==> src/rtl/adder_leds_acc.sv <==
// Registered W-bit adder / saturating accumulator driving an LED bank through a valid/ready handshake.
// Optional saturation blink is enabled with the ADDER_LEDS_BLINK_EN macro.
module adder_leds_acc #(
   parameter int unsigned W        = 2,
   parameter int unsigned ACC_W    = 6,
   parameter int unsigned SHOW_CYC = 4
`ifdef ADDER_LEDS_BLINK_EN
   ,
   parameter int unsigned BLINK_DIV = 8
`endif
) (
   input  logic             clk,
   input  logic             rst_n,
   input  logic             clr,
   input  logic             mode,
   input  logic             valid_in,
   output logic             ready,
   input  logic [W-1:0]     sayi1,
   input  logic [W-1:0]     sayi2,
   output logic [ACC_W-1:0] leds,
   output logic             ovf_led,
   output logic             done
);

   localparam int unsigned SUM_W = W + 1;
   localparam int unsigned EXT_W = ACC_W + 1;
   localparam int unsigned CNT_W = (SHOW_CYC > 1) ? $clog2(SHOW_CYC) : 1;

   typedef enum logic [1:0] {S_IDLE, S_ADD, S_SHOW} state_e;

   state_e             state_q, state_d;
   logic [W-1:0]       a_q, a_d, b_q, b_d;
   logic               mode_q, mode_d;
   logic [ACC_W-1:0]   acc_q, acc_d;
   logic [ACC_W-1:0]   disp_q, disp_d;
   logic               sat_q, sat_d;
   logic               upd_q, upd_d;
   logic               ovf_q, ovf_d;
   logic               done_q, done_d;
   logic               ready_q, ready_d;
   logic [CNT_W-1:0]   cnt_q, cnt_d;
   logic [SUM_W-1:0]   sum_c;
   logic [EXT_W-1:0]   acc_ext_c;

   assign sum_c     = SUM_W'(a_q) + SUM_W'(b_q);
   assign acc_ext_c = EXT_W'(acc_q) + EXT_W'(sum_c);

   // Next-state logic: the add lands in acc in ADD, then becomes visible one cycle later.
   always_comb begin
      state_d = state_q;
      a_d     = a_q;
      b_d     = b_q;
      mode_d  = mode_q;
      acc_d   = acc_q;
      disp_d  = disp_q;
      sat_d   = sat_q;
      upd_d   = 1'b0;
      ovf_d   = ovf_q;
      done_d  = 1'b0;
      cnt_d   = cnt_q;

      case (state_q)
         S_IDLE: begin
            if (valid_in) begin
               a_d     = sayi1;
               b_d     = sayi2;
               mode_d  = mode;
               state_d = S_ADD;
            end
         end
         S_ADD: begin
            if (mode_q) begin
               if (acc_ext_c[ACC_W]) begin
                  acc_d = '1;
                  sat_d = 1'b1;
               end else begin
                  acc_d = acc_ext_c[ACC_W-1:0];
                  sat_d = 1'b0;
               end
            end else begin
               acc_d = ACC_W'(sum_c);
               sat_d = 1'b0;
            end
            upd_d   = 1'b1;
            cnt_d   = '0;
            state_d = S_SHOW;
         end
         S_SHOW: begin
            if (cnt_q == CNT_W'(SHOW_CYC - 1)) begin
               state_d = S_IDLE;
            end else begin
               cnt_d = cnt_q + CNT_W'(1);
            end
         end
         default: state_d = S_IDLE;
      endcase

      if (upd_q) begin
         disp_d = acc_q;
         done_d = 1'b1;
         if (sat_q) ovf_d = 1'b1;
      end

      // Clear overrides everything, including a same-cycle handshake.
      if (clr) begin
         state_d = S_IDLE;
         acc_d   = '0;
         disp_d  = '0;
         sat_d   = 1'b0;
         upd_d   = 1'b0;
         ovf_d   = 1'b0;
         done_d  = 1'b0;
         cnt_d   = '0;
      end

      ready_d = (state_d == S_IDLE);
   end

   always_ff @(posedge clk or negedge rst_n) begin
      if (!rst_n) begin
         state_q <= S_IDLE;
         a_q     <= '0;
         b_q     <= '0;
         mode_q  <= 1'b0;
         acc_q   <= '0;
         disp_q  <= '0;
         sat_q   <= 1'b0;
         upd_q   <= 1'b0;
         ovf_q   <= 1'b0;
         done_q  <= 1'b0;
         ready_q <= 1'b1;
         cnt_q   <= '0;
      end else begin
         state_q <= state_d;
         a_q     <= a_d;
         b_q     <= b_d;
         mode_q  <= mode_d;
         acc_q   <= acc_d;
         disp_q  <= disp_d;
         sat_q   <= sat_d;
         upd_q   <= upd_d;
         ovf_q   <= ovf_d;
         done_q  <= done_d;
         ready_q <= ready_d;
         cnt_q   <= cnt_d;
      end
   end

`ifdef ADDER_LEDS_BLINK_EN
   localparam int unsigned BLK_W = (BLINK_DIV > 1) ? $clog2(BLINK_DIV) : 1;

   logic [BLK_W-1:0]  blk_cnt_q, blk_cnt_d;
   logic              phase_q, phase_d;
   logic [ACC_W-1:0]  leds_q, leds_d;

   // Free-running blink timebase; phase 0 shows all ones.
   always_comb begin
      blk_cnt_d = blk_cnt_q + BLK_W'(1);
      phase_d   = phase_q;
      if (blk_cnt_q == BLK_W'(BLINK_DIV - 1)) begin
         blk_cnt_d = '0;
         phase_d   = ~phase_q;
      end
      if (clr) begin
         blk_cnt_d = '0;
         phase_d   = 1'b0;
      end
      leds_d = ovf_d ? (phase_d ? '0 : '1) : disp_d;
   end

   always_ff @(posedge clk or negedge rst_n) begin
      if (!rst_n) begin
         blk_cnt_q <= '0;
         phase_q   <= 1'b0;
         leds_q    <= '0;
      end else begin
         blk_cnt_q <= blk_cnt_d;
         phase_q   <= phase_d;
         leds_q    <= leds_d;
      end
   end

   assign leds = leds_q;
`else
   assign leds = disp_q;
`endif

   assign ready   = ready_q;
   assign ovf_led = ovf_q;
   assign done    = done_q;

endmodule

==> config.mk <==
export PLATFORM = sky130hd
export DESIGN_NAME = adder_leds_acc
export DESIGN_NICKNAME = d
export VERILOG_FILES = /design/src/rtl/adder_leds_acc.sv
export SDC_FILE = /design/constraint.sdc
export NUM_CORES = 1
export LEC_CHECK = 0
export BUFFER_PORTS_ARGS = -buffer_cell sky130_fd_sc_hd__buf_4
export CORE_MARGIN = 3
export CORE_UTILIZATION = 40
export CTS_CLUSTER_SIZE = 25
export DETAILED_ROUTE_END_ITERATION = 10
export PLACE_DENSITY = 0.7
export SLEW_MARGIN = 5
export SYNTH_ARGS = -nofsm -noshare
export SYNTH_HDL_FRONTEND = slang
export SYNTH_SLANG_ARGS = --single-unit
==> constraint.sdc <==
create_clock -name clk -period 3.35 [get_ports clk]
set_input_delay 0.5025 -clock clk [delete_from_list [all_inputs] [get_ports clk]]
set_output_delay 0.5025 -clock clk [all_outputs]
set_load 0.01 [all_outputs]
Word-level counts from Yosys, hierarchy flattened
Cells that the tools add are included.
{"block": "totals", "reg_bits": 26, "inputBits": 9, "out_inout_bits": 9, "word_cells": 52}
{"block": "op_classes", "n_addsub": 3, "n_eq_ne": 4, "muxes": 24, "n_reduce_logical": 9}
{"op": "$mux W6", "n": 6}
{"op": "$mux W1", "n": 11}
{"op": "$mux W2", "n": 5}
{"op": "$add A6 B3 Y7", "n": 1}
{"op": "$pmux W2 S3", "n": 1}
{"op": "$reduce_and A2 Y1", "n": 3}
{"op": "$reduce_bool A2 Y1", "n": 3}
{"op": "$eq A2 B2 Y1 const B", "n": 2}
{"op": "$logic_not A2 Y1", "n": 2}
{"op": "$pmux W2 S2", "n": 1}
{"op": "$add A2 B2 Y3", "n": 1}
{"op": "$ne A3 B3 Y1 const B", "n": 1}
{"op": "$reduce_bool A3 Y1", "n": 1}
{"op": "$add A2 B1 Y2 const B", "n": 1}
{"op": "$eq A2 B1 Y1 const B", "n": 1}

Logic depth before layout (Yosys ltp)
{"block": "depth", "ltp_word": 6, "ltp_mapped": 8, "mapped_depth_nobuf": 8}

Worst setup path after synthesis
OpenSTA, ideal clock, no wires.
{"block": "synth_path", "kind": "flip-flop to flip-flop", "startpoint": "reg a_q[0]", "endpoint": "reg acc_q[1]", "setup_time_ns": 0.078, "arrival_time_ns": 2.348, "t_required_ns": 3.272, "slack_ns": 0.924, "stages_incl_launch_ff": 9, "path_buffers": 0, "synth_period_minus_slack_ns": 2.426, "path_cell_list": "dfrtp_1 > ha_1 > fa_1 > inv_1 > fa_1 > nor2b_1 > o2111ai_1 > a311o_1 > a21oi_1"}
{"block": "synth_between", "elab_chain_len": 6}
{"element": "from (decl)", "line": "32", "text": "logic [W-1:0] a_q, a_d, b_q, b_d;"}
{"element": "from (signal assigned)", "line": "122", "text": "a_q <= '0;"}
{"element": "from (signal assigned)", "line": "135", "text": "a_q <= a_d;"}
{"element": "$add A2 B2 Y3 (*)", "line": "45", "text": "assign sum_c = SUM_W'(a_q) + SUM_W'(b_q);"}
{"element": "$add A6 B3 Y7", "line": "46", "text": "assign acc_ext_c = EXT_W'(acc_q) + EXT_W'(sum_c);"}
{"element": "$mux W6", "line": "73", "text": "if (acc_ext_c[ACC_W]) begin"}
{"element": "$mux W6 (*)", "line": "72", "text": "if (mode_q) begin"}
{"element": "$mux W6 (*)", "line": "62", "text": "case (state_q)"}
{"element": "$mux W6 (*)", "line": "105", "text": "if (clr) begin"}
{"element": "to (signal assigned)", "line": "125", "text": "acc_q <= '0;"}
{"element": "to (signal assigned)", "line": "138", "text": "acc_q <= acc_d;"}
{"element": "to (decl)", "line": "34", "text": "logic [ACC_W-1:0] acc_q, acc_d;"}
Mark *: on every way between the ends. The rest lies on a longest branch, timed or not. The select of a mux whose other input is x is not followed.
A chain may end at the register's enable or synchronous reset.

Worst setup path after layout
Ends and elaborated chain as after synthesis.

==> flow_summary.ini <==
[status]
status = completed

[timing]
worst_pin_slew_ps = 429
final_max_slew_viol_count = 0
timing_hold_violations_final = 0
slew_headroom = 0.712
setup_viol = 0
finalCritPeriodShare = 0.775
fmax_ghz = 0.385
finalSetupTns_ps = 0
fin_skew_ps = 4.36
grt_setup_unrepaired = false
layout_min_cycle_time_ps = 2600

[logic_synthesis]
syn_nets = 129
syn_avg_cell_area_um2 = 11.3
synth_area_leaders = dfrtp_1 (49%), mux2_2 (5.3%), ha_1 (4.9%), mux2i_1 (4.7%), nor2_1 (4.1%)
ys_seq_elements = 26
synth.mux.area_fraction = 0.100
yosysTopAreaCell = dfrtp_1
syn_inst = 113
yosysWarnings = 0
synth-seq-area-share = 0.512
synth.distinct_cells = 35
synth-simple-area-share = 0.168
synth_compound_area_frac = 0.107
post_synth_xor_area_fraction = 0.00688
synth-adder-area-share = 0.0806
synth_top_family_by_area = simple AND/OR/NAND/NOR gates
synth.cell_area_um2 = 1270
synth_top_area_frac = 0.492

[placed_design]
dp.cells = 169
port_buffers = 17
gp_congestion = 0.806
placed_cell_area_um2 = 1440
dp_hpwl_mm = 1.68

[clock_tree]
cts-root-buf = clkbuf_4
cts.clk_slew.worst_paths_ps = 140
ctsResizeCount = 0
numCtsBuffers = 3
worstSkewPairLatency_ps = 330
hold_buffers = 0
cts_tree = yes
clockBufferDepth = 2
htreeDepth = 1
cts.sinks = 26
cts_setup_buffers = 0

[detailed_routing]
routed_via_density = 5.18
ant_nets = 0
drt-wirelength-per-cell_um = 12.7
totalWireLength_mm = 2.20
drc = 0
drt-initial-drc-count = 12
drtPass1Iterations = 4
vias = 896

[global_route]
use_met1 = 0.160
grt.busiest_layer = met2
grt_max_degree = 27
overflow = 0
grt_pass1_wl_mm = 4.08
grt_use_met2 = 0.213
grtUsageTotal = 0.127
grt_pass1_vias = 914
antenna_found_initial = 0
grt_use_met3 = 0.0216

[floorplanning]
core_um2 = 2900
die_w_um = 62.4
row_count = 19
start_util = 0.439
io_pins = 18
die_h_um = 62.4
die_area_um2 = 3890

[final_layout]
syn_to_final_growth_pct = 16.0
antennaDiodeCount = 0
mostFrequentLayoutCell = dfrtp_1
instances_no_fill = 173
fin_nets = 148
final_area_um2 = 1480
most-common-layout-cells = dfrtp_1 (25), buf_4 (17), nor2_1 (14)
drive_above_1_share = 0.267

[setup_path]
crit_arrival_ps = 2860
end_kind = flip-flop
cpPeakStageDelay_ps = 520
cpMaxStageDelayCell = fa_1
cpMostUsedCell = fa_1
worst_ep_required_time_ps = 3620
critPathKind = flip-flop to flip-flop
worstPathMaxFanout = 4
start_kind = flip-flop
cp_cell_sequence = ha_1, fa_1, inv_1, fa_1, nor2b_1, o2111ai_1, a311o_1, a21oi_1

[run]
cap_violations = 0

[power]
vdd_drop_max_mv = 0.206
p_per_area_nw_per_um2 = 437
leakage_nw = 0.692

[hold_path]
hold_path.class = input pin to async pin
-- logic make-up (layout without fill, tap and decap cells) --
group | Yosys count | count (layout)
DFF | 26 | 26
buffers and inverters | 8 | 26
xor gates and xnor gates | 1 | 1
muxes | 12 | 12
and+or+nand+nor | 40 | 40
AOI/OAI and AO/OA | 19 | 19
adders and majority gates | 7 | 7
-- stage by stage --
stage                     setup WS [ps]  hold WS, ps  power, mW   util
after global routing                559         55.2      0.689  0.509
final                               753         52.8      0.645  0.509
after CTS                           749         62.1      0.653  0.509
after global placement              837          423      0.485  0.497
after detailed placement            795          432      0.493  0.497
after floorplan                     924          207      0.452      -
-- flip-flops by register name, summed over array words and instances, names as in the netlist --
| name | cells |
|---|---|
| sat_q | 1 |
| done | 1 |
| ovf_led | 1 |
| a_q | 2 |
| ready | 1 |
| b_q | 2 |
| mode_q | 1 |
| upd_q | 1 |
| cnt_q | 2 |
| state_q | 2 |
| leds | 6 |
| acc_q | 6 |
-- worst paths after layout --
path	from	to	slack, ps	cells after the start
hold / removal	rst_n	leds[5]$_DFFE_PN0P_	50	1
max in group asynchronous	rst_n	ready$_DFF_PN1_	3000	1
setup reg to reg	a_q[0]$_DFFE_PN0P_	acc_q[1]$_DFFE_PN0P_	750	8
setup / recovery	a_q[0]$_DFFE_PN0P_	acc_q[1]$_DFFE_PN0P_	750	8
hold reg to reg	sat_q$_DFFE_PN0P_	sat_q$_DFFE_PN0P_	500	2
min in group clk	sayi1[0]	a_q[0]$_DFFE_PN0P_	390	2
-- final cells by class --
class,count,area [µm²]
Fill cell,271,1420
Sequential cell,26,652
Multi-Input combinational cell,79,589
Timing Repair Buffer,17,128
Tap cell,42,52.6
Clock buffer,4,36.3
Inverter,5,18.8
-- where the power goes --
group | total (mW) | internal, mW | switching (mW)
registers | 0.356 | 0.334 | 0.0221
logic | 0.129 | 0.0631 | 0.0655
clock network | 0.160 | 0.0666 | 0.0932
-- synth_stat cells, drive strengths merged --
library cell   n
dfrtp         25
nor2          14
nand2         10
a21oi          6
mux2           6
mux2i          6
ha             5
inv            5
nor2b          4
nor3b          3
a21o           2
a22oi          2
a311o          2
clkbuf         2
fa             2
nand2b         2
nand3          2
a22o           1
a31oi          1
and2           1
buf            1
dfstp          1
nand4          1
o2111ai        1
o21ai          1
o22a           1
o311ai         1
o31a           1
or2            1
or3            1
or4            1
xor2           1
-- metal layers --
metal	vias up	routed length, µm
li1	433	-
met1	443	1050
met2	15	1050
met3	5	65
met4	0	42
met5	-	0
-- critical path, delay by kind of cell, from the launching register on --
family	cells	cell delay, ps
fa+ha+maj	3	1170
compound gates	3	720
flops	1	410
simple gates	1	170
buf+inv	1	70
Power figures use the tool's default switching activity.
